## src/rtl/ctrl_pkg.sv

```systemverilog
// ctrl_pkg: shared constants and types for the ID/EX control sequencer.
//   - MODE_* : instruction mode field encodings
//   - OP_*   : opcode field encodings (data-processing and memory)
//   - EXE_*  : ALU command codes driven on exe_command
//   - state_e: sequencer FSM state
//   - decode_dp(): data-processing opcode -> {wb, exe}
package ctrl_pkg;

    localparam logic [1:0] MODE_DP  = 2'b00;
    localparam logic [1:0] MODE_MEM = 2'b01;
    localparam logic [1:0] MODE_BR  = 2'b10;

    // Data-processing opcodes (mode 00)
    localparam logic [3:0] OP_AND = 4'b0000;
    localparam logic [3:0] OP_EOR = 4'b0001;
    localparam logic [3:0] OP_SUB = 4'b0010;
    localparam logic [3:0] OP_ADD = 4'b0100;
    localparam logic [3:0] OP_ADC = 4'b0101;
    localparam logic [3:0] OP_SBC = 4'b0110;
    localparam logic [3:0] OP_TST = 4'b1000;
    localparam logic [3:0] OP_CMP = 4'b1010;
    localparam logic [3:0] OP_ORR = 4'b1100;
    localparam logic [3:0] OP_MOV = 4'b1101;
    localparam logic [3:0] OP_MVN = 4'b1111;

    // Memory opcodes (mode 01)
    localparam logic [3:0] OP_LDST  = 4'b0100;
    localparam logic [3:0] OP_BLOCK = 4'b1000;

    // ALU command codes
    localparam logic [3:0] EXE_NOP = 4'd0;
    localparam logic [3:0] EXE_MOV = 4'd1;
    localparam logic [3:0] EXE_ADD = 4'd2;
    localparam logic [3:0] EXE_ADC = 4'd3;
    localparam logic [3:0] EXE_SUB = 4'd4;
    localparam logic [3:0] EXE_SBC = 4'd5;
    localparam logic [3:0] EXE_AND = 4'd6;
    localparam logic [3:0] EXE_ORR = 4'd7;
    localparam logic [3:0] EXE_EOR = 4'd8;
    localparam logic [3:0] EXE_MVN = 4'd9;
    // Address generation for loads/stores reuses the adder.
    localparam logic [3:0] EXE_LDST = EXE_ADD;

    typedef enum logic [0:0] {
        IDLE  = 1'b0,
        BLOCK = 1'b1
    } state_e;

    typedef struct packed {
        logic       wb;
        logic [3:0] exe;
    } dp_dec_t;

    // CMP/TST only set flags, so they run the ALU without writeback.
    function automatic dp_dec_t decode_dp(input logic [3:0] op);
        dp_dec_t d;
        d = '{wb: 1'b0, exe: EXE_NOP};
        case (op)
            OP_MOV: d = '{wb: 1'b1, exe: EXE_MOV};
            OP_MVN: d = '{wb: 1'b1, exe: EXE_MVN};
            OP_ADD: d = '{wb: 1'b1, exe: EXE_ADD};
            OP_ADC: d = '{wb: 1'b1, exe: EXE_ADC};
            OP_SUB: d = '{wb: 1'b1, exe: EXE_SUB};
            OP_SBC: d = '{wb: 1'b1, exe: EXE_SBC};
            OP_AND: d = '{wb: 1'b1, exe: EXE_AND};
            OP_ORR: d = '{wb: 1'b1, exe: EXE_ORR};
            OP_EOR: d = '{wb: 1'b1, exe: EXE_EOR};
            OP_CMP: d = '{wb: 1'b0, exe: EXE_SUB};
            OP_TST: d = '{wb: 1'b0, exe: EXE_AND};
            default: d = '{wb: 1'b0, exe: EXE_NOP};
        endcase
        return d;
    endfunction

endpackage

```

## src/rtl/lsb_index_enc.sv

```systemverilog
// lsb_index_enc: lowest-set-bit priority encoder.
//   vec_in : LIST_W-bit input vector
//   idx    : index of the lowest set bit (0 when vec_in is zero)
//   any    : 1 when any bit of vec_in is set
module lsb_index_enc #(
    parameter int  LIST_W = 16,
    localparam int IDX_W  = $clog2(LIST_W)
) (
    input  logic [LIST_W-1:0] vec_in,
    output logic [IDX_W-1:0]  idx,
    output logic              any
);

    // Scan from the top down so the last hit, the lowest set bit, wins.
    always_comb begin
        idx = '0;
        for (int i = LIST_W - 1; i >= 0; i--) begin
            if (vec_in[i]) begin
                idx = IDX_W'(i);
            end
        end
    end

    assign any = |vec_in;

endmodule

```

## src/rtl/ctrl_sequencer.sv

```systemverilog
// ctrl_sequencer: registered ID-stage control decoder with LDM/STM expansion.
//   clk, rst          : clock, synchronous active-high reset
//   in_valid/in_ready : instruction handshake; accept = in_valid && in_ready.
//                       in_ready is high only in IDLE, not held, not in reset.
//   mode_in, opcode_in, s_in, reg_list_in : instruction fields
//   hold_in           : freeze output register and sequencer state
//   flush_in          : kill the output and any block sequence (beats hold)
//   out_valid + wb_enable, mem_read, mem_write, s_out, branch_out,
//   exe_command, dest_idx_out, offset_out : registered EXE controls,
//                       valid one cycle after accept
//   busy              : a block transfer is being expanded
module ctrl_sequencer
    import ctrl_pkg::*;
#(
    parameter int  LIST_W = 16,
    parameter int  EXE_W  = 4,
    localparam int IDX_W  = $clog2(LIST_W)
) (
    input  logic              clk,
    input  logic              rst,
    input  logic              in_valid,
    output logic              in_ready,
    input  logic [1:0]        mode_in,
    input  logic [3:0]        opcode_in,
    input  logic              s_in,
    input  logic [LIST_W-1:0] reg_list_in,
    input  logic              hold_in,
    input  logic              flush_in,
    output logic              out_valid,
    output logic              wb_enable,
    output logic              mem_read,
    output logic              mem_write,
    output logic              s_out,
    output logic              branch_out,
    output logic [EXE_W-1:0]  exe_command,
    output logic [IDX_W-1:0]  dest_idx_out,
    output logic [IDX_W+1:0]  offset_out,
    output logic              busy
);

    state_e              state_q, state_d;
    logic [LIST_W-1:0]   list_q, list_d;
    logic [IDX_W-1:0]    count_q, count_d;
    logic                blk_load_q, blk_load_d;

    logic                valid_q, valid_d;
    logic                wb_q, wb_d;
    logic                mrd_q, mrd_d;
    logic                mwr_q, mwr_d;
    logic                s_q, s_d;
    logic                br_q, br_d;
    logic [EXE_W-1:0]    exe_q, exe_d;
    logic [IDX_W-1:0]    dest_q, dest_d;
    logic [IDX_W+1:0]    off_q, off_d;

    logic [LIST_W-1:0]   enc_vec;
    logic [IDX_W-1:0]    enc_idx;
    logic                enc_any;
    logic [LIST_W-1:0]   rest_list;
    logic                accept;
    dp_dec_t             dp_dec;

    // One encoder serves both the incoming list (IDLE) and the remaining list (BLOCK).
    assign enc_vec = (state_q == BLOCK) ? list_q : reg_list_in;

    lsb_index_enc #(.LIST_W(LIST_W)) u_lsb_enc (
        .vec_in (enc_vec),
        .idx    (enc_idx),
        .any    (enc_any)
    );

    // Clearing the lowest set bit: x & (x - 1).
    assign rest_list = enc_vec & (enc_vec - LIST_W'(1));

    assign in_ready = (state_q == IDLE) && !hold_in && !rst;
    assign accept   = in_valid && in_ready;
    assign dp_dec   = decode_dp(opcode_in);

    always_comb begin
        state_d    = state_q;
        list_d     = list_q;
        count_d    = count_q;
        blk_load_d = blk_load_q;
        valid_d    = valid_q;
        wb_d       = wb_q;
        mrd_d      = mrd_q;
        mwr_d      = mwr_q;
        s_d        = s_q;
        br_d       = br_q;
        exe_d      = exe_q;
        dest_d     = dest_q;
        off_d      = off_q;

        if (flush_in) begin
            state_d = IDLE;
            list_d  = '0;
            count_d = '0;
            valid_d = 1'b0;
            wb_d    = 1'b0;
            mrd_d   = 1'b0;
            mwr_d   = 1'b0;
            s_d     = 1'b0;
            br_d    = 1'b0;
            exe_d   = '0;
            dest_d  = '0;
            off_d   = '0;
        end else if (hold_in) begin
            // everything keeps its current value
        end else begin
            // Bubble unless something below emits.
            valid_d = 1'b0;
            wb_d    = 1'b0;
            mrd_d   = 1'b0;
            mwr_d   = 1'b0;
            s_d     = 1'b0;
            br_d    = 1'b0;
            exe_d   = '0;
            dest_d  = '0;
            off_d   = '0;

            if (state_q == BLOCK) begin
                valid_d = 1'b1;
                exe_d   = EXE_W'(EXE_LDST);
                wb_d    = blk_load_q;
                mrd_d   = blk_load_q;
                mwr_d   = !blk_load_q;
                dest_d  = enc_idx;
                off_d   = {count_q, 2'b00};
                list_d  = rest_list;
                count_d = count_q + IDX_W'(1);
                if (rest_list == '0) begin
                    state_d = IDLE;
                    count_d = '0;
                end
            end else if (accept) begin
                valid_d = 1'b1;
                case (mode_in)
                    MODE_DP: begin
                        s_d   = s_in;
                        wb_d  = dp_dec.wb;
                        exe_d = EXE_W'(dp_dec.exe);
                    end
                    MODE_MEM: begin
                        if (opcode_in == OP_LDST) begin
                            exe_d = EXE_W'(EXE_LDST);
                            wb_d  = s_in;
                            mrd_d = s_in;
                            mwr_d = !s_in;
                        end else if (opcode_in == OP_BLOCK && enc_any) begin
                            // First micro-op goes out on the accept edge; only
                            // lists with more bits left enter BLOCK.
                            exe_d = EXE_W'(EXE_LDST);
                            wb_d  = s_in;
                            mrd_d = s_in;
                            mwr_d = !s_in;
                            dest_d = enc_idx;
                            off_d  = '0;
                            if (rest_list != '0) begin
                                state_d    = BLOCK;
                                list_d     = rest_list;
                                count_d    = IDX_W'(1);
                                blk_load_d = s_in;
                            end
                        end
                        // empty block list and other opcodes: valid no-op
                    end
                    MODE_BR: begin
                        br_d = 1'b1;
                    end
                    default: begin
                        // mode 11: valid no-op
                    end
                endcase
            end
        end
    end

    always_ff @(posedge clk) begin
        if (rst) begin
            state_q    <= IDLE;
            list_q     <= '0;
            count_q    <= '0;
            blk_load_q <= 1'b0;
            valid_q    <= 1'b0;
            wb_q       <= 1'b0;
            mrd_q      <= 1'b0;
            mwr_q      <= 1'b0;
            s_q        <= 1'b0;
            br_q       <= 1'b0;
            exe_q      <= '0;
            dest_q     <= '0;
            off_q      <= '0;
        end else begin
            state_q    <= state_d;
            list_q     <= list_d;
            count_q    <= count_d;
            blk_load_q <= blk_load_d;
            valid_q    <= valid_d;
            wb_q       <= wb_d;
            mrd_q      <= mrd_d;
            mwr_q      <= mwr_d;
            s_q        <= s_d;
            br_q       <= br_d;
            exe_q      <= exe_d;
            dest_q     <= dest_d;
            off_q      <= off_d;
        end
    end

    assign out_valid    = valid_q;
    assign wb_enable    = wb_q;
    assign mem_read     = mrd_q;
    assign mem_write    = mwr_q;
    assign s_out        = s_q;
    assign branch_out   = br_q;
    assign exe_command  = exe_q;
    assign dest_idx_out = dest_q;
    assign offset_out   = off_q;
    assign busy         = (state_q == BLOCK);

endmodule

```

## config.mk

```make
export PLATFORM = sky130hd
export DESIGN_NAME = ctrl_sequencer
export DESIGN_NICKNAME = d
export VERILOG_FILES = /design/src/rtl/ctrl_pkg.sv /design/src/rtl/lsb_index_enc.sv /design/src/rtl/ctrl_sequencer.sv
export SDC_FILE = /design/constraint.sdc
export NUM_CORES = 1
export LEC_CHECK = 0
export CORE_ASPECT_RATIO = 1.75
export CORE_UTILIZATION = 30
export DETAILED_ROUTE_END_ITERATION = 16
export DONT_BUFFER_PORTS = 1
export PLACE_DENSITY = 0.53
export SYNTH_ARGS = -nofsm -noshare
export SYNTH_HDL_FRONTEND = slang
export SYNTH_SLANG_ARGS = --single-unit
```

## constraint.sdc

```tcl
create_clock -name clk -period 3.2 [get_ports clk]
set_input_delay 0.32 -clock clk [delete_from_list [all_inputs] [get_ports clk]]
set_output_delay 0.32 -clock clk [all_outputs]
set_load 0.1 [all_outputs]
```

==> run_results.csv <==
group,metric,value,unit
detailed_routing,vias,2577,
place,gp_congestion,0.880,
global_route,first_global_vias,2481,
clock_tree,ctsRootBufferMaster,"clkbuf_16",
setup_path,crit_top_cell,"buf_4",
setup_path,worstSetupEndpointType,"flop",
sta,finalCritPeriodShare,0.932,
global_route,grt_pass1_wl,13100,µm
yosys,synth_edf_count,0,
detailed_routing,wl_per_cell,19.9,µm
setup_path,max_stage_delay,0.52,ns
place,portBuffers,0,
setup_path,critPathSlowestCell,"o41ai_4",
die,core-area,8260,µm²
global_route,antenna_found_initial,0,
worst_hold_path,hold_depth,1,
detailed_routing,drc,0,
sta,relSlewSlack,0.341,
clock_tree,cts_htree_levels,2,
clock_tree,worst_skew_pair.late_latency,0.29,ns
setup_path,cp.required,3.37,ns
die,row_count,44,
yosys,synth_top_cell_by_area,"dfxtp_1",
finish,syn2layout_area_growth,12.8,%
detailed_routing,ant_nets,0,
die,ios,50,
yosys,synth_seq_cells,39,
flow_run,cap_violations,0,
sta,max_freq,335,MHz
finish,drive_gt1_frac,0.123,
global_route,track_usage,0.196,
yosys,syn_area,2530,µm²
finish,antennaDiodeCount,0,
sta,rsz0062_at_grt,"false",
pwr,power_density,440,nW/µm²
detailed_routing,drt-initial-drc-count,222,
setup_path,crit_path_start_kind,"flop",
yosys,yosysSeqAreaShare,0.309,
yosys,ys.flop_type,"dfxtp_1",
yosys,syn_inst,321,
setup_path,rr_worst_depth,9,
clock_tree,clk_pin_slew,0.06,ns
pwr,p_leak,0.949,nW
sta,final.min_clock_period,2.98,ns
yosys,netlist.area_leader.share,0.309,
yosys,syn_avg_cell_area,7.88,µm²
die,die_y,123,µm
yosys,postSynth.asyncResetShare,0,
sta,skew,0.00577,ns
detailed_routing,drt_wl_total,8290,µm
sta,worst_pin_slew,0.987,ns
global_route,grt_max_degree,31,
clock_tree,cts_tree,"done",
detailed_routing,vias_per_cell,6.18,
finish,nNetsFinal,359,
worst_hold_path,hold_class,"in -> reg",
detailed_routing,first_pass_iters,4,
die,initial_core_util,0.306,
die,die_area,8820,µm²
clock_tree,cts.hold.buffers_added,0,
setup_path,crit_chain,"buf_4 > nor3_1 > o22ai_1 > or3_1 > maj3_2 > o41ai_4 > buf_4 > nand4_1 > o41ai_1",
yosys,synth.distinct_cells,58,
sta,setup_viol,0,
pwr,ir_worst_vdd,0.283,mV
die,die_w,71.4,µm
setup_path,critPathKind,"reg -> reg",
setup_path,critPathArrivalTime,3.16,ns
sta,tns,0,ns
status,status,"complete, no violations",
sta,hold_viol_final,0,
setup_path,crit_fanout,16,
clock_tree,clock_sinks,39,
sta,drv_slew,0,
clock_tree,cts_buffers,5,
global_route,grt_overflow_total,0,
finish,nFillCells,881,
place,hpwl,6160,µm
yosys,yosys-top-cells-area,"dfxtp_1 31%, nor2_1 5.2%, a21oi_1 4.4%, ha_1 3.5%, nand4_1 3.2%",
yosys,synth_warnings,0,
clock_tree,clk_path_buf_depth,2,
sta,fin_hold_ws,0.0986,ns
## cell usage after synthesis, drive strengths merged, types with 4 or more instances
cell type	count
a21oi	22
a22oi	10
buf	8
clkbuf	11
dfxtp	39
ha	7
inv	11
mux2i	8
nand2	22
nand3	13
nand4	13
nor2	36
nor3	16
nor3b	9
o211ai	6
o21ai	22
o22ai	6
o311ai	4
o31ai	4
o41ai	6
## metrics by stage
stage | std cells | utilization | power, mW | worst slack (ns) | area (µm²)
after CTS | 417 | 0.345 | 1.27 | 0.232 | 2850
after global placement | 409 | 0.322 | 0.611 | 0.327 | 2660
after floorplan | 322 | - | 0.594 | 0.00471 | 2550
after global routing | 417 | 0.346 | 1.30 | 0.0334 | 2850
final | 417 | 0.346 | 1.25 | 0.216 | 2850
after detailed placement | 409 | 0.322 | 0.611 | 0.267 | 2660
## per-layer routing
layer | routed length [µm] | up-vias | GRT usage
met4 | 374 | 0 | 0.118
met3 | 424 | 23 | 0.0440
li1 | - | 1218 | -
met5 | 0 | - | 0
met1 | 2920 | 1222 | 0.199
met2 | 4560 | 114 | 0.361
## report_power, final
| part | internal [mW] | switching [mW] |
|---|---|---|
| logic | 0.0336 | 0.0738 |
| clock network | 0.447 | 0.205 |
| registers | 0.487 | 0.00796 |
## flip-flops by register name (all words and copies together), names as in the netlist
| register | cells |
|---|---|
| mem_read | 1 |
| blk_load_q | 1 |
| out_valid | 1 |
| count_q | 4 |
| offset_out | 4 |
| list_q | 15 |
| wb_enable | 1 |
| branch_out | 1 |
| exe_command | 4 |
| busy | 1 |
| s_out | 1 |
| mem_write | 1 |
| dest_idx_out | 4 |
## area by class of cell
type	instances	area, µm²	area share
clock buffer	6	129	0.0452
clock inverter	2	60.1	0.0210
inverter	12	45.0	0.0158
multi-input combinational	252	1620	0.567
sequential	39	782	0.274
tap	92	115	0.0403
timing repair buffer	14	105	0.0368
## path summary, 6_finish.rpt
path,startpoint,endpoint,slack (ns)
hold reg to reg,list_q[1],list_q[1],0.49
hold / removal,rst,blk_load_q,0.1
setup reg to reg,busy,list_q[2],0.22
setup / recovery,busy,list_q[2],0.22
## worst max-delay path, delay by kind of cell (launching register included)
kind / cells / cell delay, ns
compound gates: 3 / 0.84
simple gates: 3 / 0.82
buf+inv: 2 / 0.48
fa+ha+maj: 1 / 0.37
flops: 1 / 0.35
## repair_timing
action | 4_1_cts | 5_1_grt
resized for setup | 0 | 1
buffers inserted | 0 | 0
setup endpoints to repair | 0 | 1
## cells in the final DEF (no fill, tap or decap), types with 5 or more instances in the layout
master / count
nor3b_1: 8
ha_1: 7
inv_1: 11
dfxtp_1: 38
nor3_1: 11
o21ai_0: 15
o41ai_1: 5
nand4_1: 13
buf_4: 14
nand2_1: 20
a22oi_1: 10
mux2i_1: 7
o21ai_1: 7
nor2_1: 35
o211ai_1: 6
o22ai_1: 6
nand3_1: 13
a21oi_1: 22
clkbuf_16: 5
## logic make-up (layout without fill, tap and decap cells)
group,count (synthesis),count (layout),synth area share
AOI/OAI and AO/OA,103,103,0.282
adders and majority gates,8,8,0.0391
buffers and inverters,31,34,0.0603
DFF,39,39,0.309
muxes,11,11,0.0450
other,1,2,0.00148
and+or+nand+nor,128,128,0.264
No activity file was read; power rests on OpenSTA's default activity.
